**config.mk**
```make
export PLATFORM = sky130hd
export DESIGN_NAME = rect_rasterizer
export DESIGN_NICKNAME = d
export VERILOG_FILES = /design/src/rtl/rect_rasterizer.sv
export SDC_FILE = /design/constraint.sdc
export NUM_CORES = 1
export LEC_CHECK = 0
export BUFFER_PORTS_ARGS = -buffer_cell sky130_fd_sc_hd__buf_2
export CORE_MARGIN = 5
export CORE_UTILIZATION = 54
export CTS_BUF_LIST = sky130_fd_sc_hd__clkbuf_8
export DETAILED_ROUTE_END_ITERATION = 7
export PLACE_DENSITY = 0.81
export SYNTH_ARGS = -nofsm -noshare
export SYNTH_HDL_FRONTEND = slang
export SYNTH_SLANG_ARGS = --single-unit
export TNS_END_PERCENT = 50
```
**constraint.sdc**
```tcl
create_clock -name clock -period 3.19 [get_ports clock]
set_input_delay 0.319 -clock clock [delete_from_list [all_inputs] [get_ports clock]]
set_output_delay 0.319 -clock clock [all_outputs]
set_load 0.01 [all_outputs]
```
**src/rtl/rect_rasterizer.sv**
```systemverilog
// Rectangle rasterizer: walks a screen-clipped rectangle row-major
// and emits one frame-buffer pixel write per covered pixel.
module rect_rasterizer #(
  parameter int SCREEN_W = 640,
  parameter int SCREEN_H = 480,
  parameter int COORD_W  = 10,
  parameter int COLOR_W  = 3
) (
  input  logic               clock,
  input  logic               resetn,
  input  logic [31:0]        rect_x1,
  input  logic [31:0]        rect_y1,
  input  logic [31:0]        rect_x2,
  input  logic [31:0]        rect_y2,
  input  logic [COLOR_W-1:0] rect_color,
  input  logic               rect_valid,
  output logic               rect_ready,
  output logic [COORD_W-1:0] pix_x,
  output logic [COORD_W-1:0] pix_y,
  output logic [COLOR_W-1:0] pix_color,
  output logic               pix_we,
  input  logic               pix_stall,
  output logic               busy,
  output logic               done
);

  typedef enum logic [1:0] {
    IDLE,
    SETUP,
    DRAW,
    DONE
  } state_t;

  state_t state;

  logic [31:0] x1Full;
  logic [31:0] y1Full;
  logic [31:0] xEnd;
  logic [31:0] yEnd;
  logic [31:0] x2Clip;
  logic [31:0] y2Clip;

  logic [COORD_W-1:0] xStart;
  logic [COORD_W-1:0] xLast;
  logic [COORD_W-1:0] yLast;

  logic isEmpty;
  logic lastCol;
  logic lastRow;

  assign x2Clip = (rect_x2 < 32'(SCREEN_W)) ? rect_x2 : 32'(SCREEN_W);
  assign y2Clip = (rect_y2 < 32'(SCREEN_H)) ? rect_y2 : 32'(SCREEN_H);

  // Full-width test so off-screen corners never alias after truncation.
  assign isEmpty = (x1Full >= xEnd) || (y1Full >= yEnd);

  assign lastCol = (pix_x == xLast);
  assign lastRow = (pix_y == yLast);

  always_ff @(posedge clock or negedge resetn) begin
    if (!resetn) begin
      state      <= IDLE;
      rect_ready <= 1'b1;
      pix_x      <= '0;
      pix_y      <= '0;
      pix_color  <= '0;
      pix_we     <= 1'b0;
      busy       <= 1'b0;
      done       <= 1'b0;
      x1Full     <= '0;
      y1Full     <= '0;
      xEnd       <= '0;
      yEnd       <= '0;
      xStart     <= '0;
      xLast      <= '0;
      yLast      <= '0;
    end else begin
      unique case (state)
        IDLE: begin
          if (rect_valid) begin
            x1Full     <= rect_x1;
            y1Full     <= rect_y1;
            xEnd       <= x2Clip;
            yEnd       <= y2Clip;
            pix_color  <= rect_color;
            rect_ready <= 1'b0;
            busy       <= 1'b1;
            state      <= SETUP;
          end
        end
        SETUP: begin
          if (isEmpty) begin
            done  <= 1'b1;
            state <= DONE;
          end else begin
            pix_x  <= COORD_W'(x1Full);
            pix_y  <= COORD_W'(y1Full);
            xStart <= COORD_W'(x1Full);
            xLast  <= COORD_W'(xEnd - 32'd1);
            yLast  <= COORD_W'(yEnd - 32'd1);
            pix_we <= 1'b1;
            state  <= DRAW;
          end
        end
        DRAW: begin
          if (!pix_stall) begin
            if (lastCol && lastRow) begin
              pix_we <= 1'b0;
              done   <= 1'b1;
              state  <= DONE;
            end else if (lastCol) begin
              pix_x <= xStart;
              pix_y <= pix_y + COORD_W'(1);
            end else begin
              pix_x <= pix_x + COORD_W'(1);
            end
          end
        end
        DONE: begin
          done       <= 1'b0;
          busy       <= 1'b0;
          rect_ready <= 1'b1;
          state      <= IDLE;
        end
        default: state <= IDLE;
      endcase
    end
  end

endmodule

```
==> results.yml, run 1 <==
status:
  status: "complete, no violations"
global_route:
  grtUsageTotal: 0.229
  grt_overflow: 0
  grt_max_degree: 93
  grt_pass1_vias: 8144
  antenna_found_initial: 1
  grt_pass1_wl_mm: 39.8
floorplanning:
  rows: 49
  core_um2: 18000
  die_area_um2: 21100
  start_util: 0.550
  die-width_um: 145
  die_h_um: 145
  pin_count: 162
cts:
  cts_buffers: 17
  clock-sinks: 187
  cts_hold_buf: 1
  clk_path_buf_depth: 2
  clkTransAtPathRegs_ns: 0.10
  post_cts_buffers: 0
  cts_resized: 0
  cts-root-buf: "clkbuf_8"
  cts_tree: "yes"
  htree_levels: 4
  clock_latency_ns: 0.47
final_layout:
  fin_util: 0.636
  layout-drive-gt1-share: 0.214
  syn_to_final_growth_pct: 15.5
  nNetsFinal: 1423
synthesis:
  syn_inst: 1054
  yosysUniqueCellTypes: 61
  synth_most_common_cell: "nand2_1"
  ys_ff_latch: 187
  synth-edff-count: 0
  syn_avg_cell_area_um2: 9.37
  mappedNetlistArea_um2: 9880
  yosysWarnings: 0
  synth_area_leaders: "dfrtp_1 (47%), nand2_1 (9.3%), ha_1 (9.2%)"
  synth_fp_nets: 1262
  synth-async-reset-ratio: 1.00
  seq_area_frac_synth: 0.474
  yosys-top-cells-count: "nand2_1 (246), dfrtp_1 (186), inv_1 (86)"
  yosys.area.top_type: "dfrtp_1"
  synth_top_area_frac: 0.471
  ys.flop_type: "dfrtp_1"
timing:
  drv_slew: 0
  rsz0062_at_grt: "no"
  fin_setup_tns_ns: 0
  fin_crit_sh: 0.944
  worst_clock_skew_ns: 0.0129
  finalCriticalPeriod_ns: 3.01
  clock.fmax_mhz: 332
  relSlewSlack: 0.512
  worstMarginPinSlew_ns: 0.733
  hold_viol: 0
  setup_violations: 0
critical_path:
  cp.required_ns: 3.55
  regToRegStartpoint: "xEnd[0]"
  cp_max_fo: 10
  end_kind: "flop"
  r2r-end: "pix_x[0]"
  path_class: "reg -> reg"
  reg2reg_setup_slack_ns: 0.18
  worst_setup_path_start_kind: "flop"
  critPathLaunch: "xEnd[0]"
  rr_worst_depth: 8
  worstPathArrival_ns: 3.37
detailed_routing:
  vias_per_cell: 5.58
  wl_per_cell_um: 16.5
  first_iter_violations: 588
  totalWireLength_mm: 24.1
  drc_errors: 0
  firstDrtPassIters: 5
  via_count: 8130
  drtAntennaViolNets: 0
hold_path:
  min_path_cells: 3
  min_from: "rect_x1[23]"
  hp-class: "in -> reg"
  whs_endpoint: "x1Full[23]"
placement:
  place_hpwl_mm: 18.1
  gp_congestion: 0.912
  portBuffers: 161
flow_run:
  drv_cap: 0
power_and_ir_drop:
  power_leakage_nw: 5.63
  power_density_nw_per_um2: 834
  ir_worst_vdd_v: 0.000639
final cells by class:
type,instances,area (um2)
flip-flops and latches,187,4680
clock inverters,14,145
diodes,1,2.50
repair buffers,180,995
multi-input cells,743,4740
clock buffers,18,248
fillers,1496,6550
well taps,229,287
inverters,86,323
cell usage in the layout (no fill, tap or decap), types with 4 or more instances in the layout:
cell type    n
mux2i_1      5
o21ai_0     40
and3_1      10
a31oi_1      8
a21oi_1     37
o211ai_1     8
nand2_1    245
clkbuf_8    18
buf_4       15
buf_2      160
o21a_1       4
o31ai_1      4
xnor2_1     19
dfrtp_1    186
and4_1       7
mux2_2      40
nor3_1      14
nand4_1     18
nor4_1      23
nand3_1     26
nor2_1      74
ha_1        73
inv_1       88
xor2_1      25
inv_6        4
worst max-delay path, cell delays in order (launching register included):
cell	delay, ns
dfrtp_1	0.46
ha_1	0.30
nand2b_4	0.15
a2111oi_4	0.34
nor4b_1	0.12
o41a_1	0.50
o31ai_4	0.36
nand4_4	0.27
a2111oi_2	0.42
worst max-delay path by stage:
| stage | to | slack (ns) | cells past startpoint |
|---|---|---|---|
| finish | pix_x[0] | 0.18 | 8 |
| global route | xLast[3] | 0.03 | 9 |
| CTS | xLast[3] | 0.18 | 9 |
| detailed placement | xStart[9] | 0.20 | 9 |
| global placement | xStart[9] | 0.30 | 9 |
| floorplan | pix_x[0] | 0.47 | 8 |
per-layer routing:
layer,wire length (um),part of all wire,GRT usage,vias to the layer above
li1,-,-,-,3901
met4,677,0.028,0.0910,0
met1,10500,0.44,0.306,3915
met2,11600,0.48,0.375,265
met3,1330,0.055,0.0365,49
met5,0,0,0,-
report_power, final:
| part | total, mW | internal, mW | leakage [nW] | switching (mW) |
|---|---|---|---|---|
| clock network | 1.59 | 0.721 | 0.203 | 0.869 |
| logic | 4.15 | 1.84 | 3.07 | 2.31 |
| registers | 3.78 | 3.11 | 2.36 | 0.676 |
state kept, by name (all words and copies together), names as in the netlist, 3 cells and up:
| name | cells |
|---|---|
| x1Full | 32 |
| xEnd | 32 |
| y1Full | 32 |
| yEnd | 32 |
| pix_x | 10 |
| pix_y | 10 |
| xLast | 10 |
| xStart | 10 |
| yLast | 10 |
| pix_color | 3 |
through the flow:
step / hold slack (ns) / total power [mW] / std cells / worst slack, ns / cell area (um2)
6_report: 0.0318 / 9.53 / 1458 / 0.178 / 11400
5_1_grt: 0.0145 / 10.3 / 1458 / 0.0276 / 11400
4_1_cts: 0.00519 / 9.54 / 1457 / 0.179 / 11400
3_5_place_dp: 0.334 / 7.95 / 1424 / 0.197 / 11000
3_3_place_gp: 0.334 / 7.76 / 1424 / 0.302 / 11000
2_1_floorplan: 0.0234 / 6.60 / 1054 / 0.473 / 9880
cells by family (layout without fill, tap and decap cells):
group,Yosys count,in the layout,synth area share
AND/OR/NAND/NOR,439,439,0.198
flip-flops,187,187,0.474
AO/OA/AOI/OAI,141,141,0.0974
buffers and inverters,124,298,0.0475
adder cells (fa/ha/maj),73,73,0.0924
multiplexers,46,46,0.0518
XOR/XNOR,44,44,0.0390
other,0,1,0
Power figures use the tool's default switching activity.
==> run 2: changes to the inputs <==
--- a/config.mk
+++ b/config.mk
@@ -7,10 +7,10 @@
 export LEC_CHECK = 0
 export BUFFER_PORTS_ARGS = -buffer_cell sky130_fd_sc_hd__buf_2
 export CORE_MARGIN = 5
-export CORE_UTILIZATION = 54
+export CORE_UTILIZATION = 59
 export CTS_BUF_LIST = sky130_fd_sc_hd__clkbuf_8
 export DETAILED_ROUTE_END_ITERATION = 7
-export PLACE_DENSITY = 0.81
+export PLACE_DENSITY = 0.87
 export SYNTH_ARGS = -nofsm -noshare
 export SYNTH_HDL_FRONTEND = slang
 export SYNTH_SLANG_ARGS = --single-unit
==> constraint.sdc (replaced) <==
create_clock -name clock -period 3.19 [get_ports clock]
set_input_delay 0.4785 -clock clock [delete_from_list [all_inputs] [get_ports clock]]
set_output_delay 0.4785 -clock clock [all_outputs]
set_load 0.01 [all_outputs]
==> results.yml, run 2 (synthesis gave the netlist of run 1 again) <==
detailed_routing:
  firstDrtPassIters: 6
  via_count: 8107
  first_iter_violations: 740
  wl_per_cell_um: 16.8
  drtAntennaViolNets: 0
  vias_per_cell: 5.60
  totalWireLength_mm: 24.3
  drc_errors: 0
global_route:
  grt_pass1_wl_mm: 40.1
  antenna_found_initial: 1
  grt_pass1_vias: 8226
  grt_max_degree: 81
  grtUsageTotal: 0.253
  grt_overflow: 0
cts:
  cts-root-buf: "clkbuf_8"
  cts_hold_buf: 0
  clock_latency_ns: 0.48
  htree_levels: 4
  clock-sinks: 187
  clk_path_buf_depth: 2
  cts_buffers: 17
  post_cts_buffers: 0
  cts_tree: "yes"
  clkTransAtPathRegs_ns: 0.09
final_layout:
  postLayoutCellArea_um2: 11400
  syn_to_final_growth_pct: 15.8
  fin_util: 0.692
  nNetsFinal: 1423
  multi_input_area_um2: 4740
  fin_cells: 1448
  final_cell_mix: "nand2_1 (245), dfrtp_1 (186), buf_2 (160)"
  fill_cells: 1278
  layout-drive-gt1-share: 0.214
  seqCellArea_um2: 4680
  layout_commonest_cell: "nand2_1"
critical_path:
  path_depth: 8
  crit_chain: "ha_1 -> nand2b_4 -> a2111oi_4 -> nor4b_2 -> o41a_1 -> o31ai_4 -> nand4_4 -> a2111oi_2"
  rr_worst_depth: 8
  path_class: "reg -> reg"
  end_kind: "flop"
  critPathSlowestCell: "o41a_1"
  cp_max_fo: 10
  worst_setup_path_start_kind: "flop"
  cp_top_family: "compound AO/OA/AOI/OAI gates"
  worstPathArrival_ns: 3.42
  cp.required_ns: 3.55
  critPathMaxStageDelay_ns: 0.49
  critPathBufInv: 0
placement:
  dpl_cell_area_um2: 11000
  dp_worst_setup_slack_ns: 0.161
  gp_congestion: 0.900
  placed_cells: 1416
  portBuffers: 161
  place_hpwl_mm: 18.3
floorplanning:
  rows: 47
  die_h_um: 139
  die_area_um2: 19400
  start_util: 0.598
  pin_count: 162
  die-width_um: 139
  core_um2: 16500
timing:
  clock.fmax_mhz: 327
  fin_hold_ws_ns: -0.0194
  layout_setup_ws_ns: 0.133
  drv_slew: 0
  rsz0062_at_grt: "no"
  fin_crit_sh: 0.958
  hold_viol: 10
  finalCriticalPeriod_ns: 3.06
  worst_clock_skew_ns: 0.0175
  fin_setup_tns_ns: 0
  setup_violations: 0
  worstMarginPinSlew_ns: 0.965
  relSlewSlack: 0.353
power_and_ir_drop:
  ir_worst_vdd_v: 0.000466
  power_density_nw_per_um2: 851
  fin_total_pwr_mw: 9.74
  power_leakage_nw: 5.65
hold_path:
  hp-class: "in -> async"
status:
  status: "finished with violations"
  violations: "hold timing"
flow_run:
  drv_cap: 0
-- run 2: changes by cell type in the layout (fill, tap and decap cells not counted), sizes merged --
cell	previous run	this run
clkinv	4	2
bufinv	2	5
dlygate4sd3	1	0
buf	179	180
inv	92	91
clkbuf	18	17
-- run 2: repair_timing --
item	CTS	global route
hold endpoints to repair	0	0
endpoints found under the setup margin	0	32
resized for setup	0	2
-- run 2: final cells by class --
| cell class | instances | share of cell area |
|---|---|---|
| multi-input combinational | 743 | 0.415 |
| sequential | 187 | 0.409 |
| timing repair buffer | 180 | 0.0856 |
| inverter | 86 | 0.0282 |
| tap | 220 | 0.0241 |
| clock buffer | 17 | 0.0204 |
| clock inverter | 14 | 0.0178 |
| antenna | 1 | 0.000219 |
-- run 2: path summary, 6_finish.rpt --
kind                       slack, ns    startpoint           end
setup / recovery                0.13       xEnd[0]      pix_x[0]
hold / removal                 -0.02        resetn      yLast[8]
setup reg to reg                0.13       xEnd[0]      pix_x[0]
hold reg to reg                 0.48  pix_color[0]  pix_color[0]
max in group asynchronous       2.37        resetn      yEnd[12]
min in group clock              0.19   rect_y1[18]    y1Full[18]
-- run 2: report_power, final --
group / switching (mW) / internal [mW] / total (mW) / leakage (nW)
registers: 0.675 / 3.11 / 3.78 / 2.36
clock network: 0.828 / 0.921 / 1.75 / 0.226
logic: 2.36 / 1.85 / 4.21 / 3.06
total: 3.86 / 5.88 / 9.74 / 5.65
-- run 2: metal layers --
layer,routed length (um),part of all wire,global-route usage
met1,10300,0.42,0.331
met2,12100,0.50,0.422
met3,1200,0.049,0.0439
met4,692,0.029,0.0978
met5,0,0,0
-- run 2: worst register-to-register path: stages (launching register included) --
cell and delay [ns]:
dfrtp_1 0.44, ha_1 0.30, nand2b_4 0.15, a2111oi_4 0.35, nor4b_2 0.11, o41a_1 0.49, o31ai_4 0.41, nand4_4 0.28
a2111oi_2 0.42
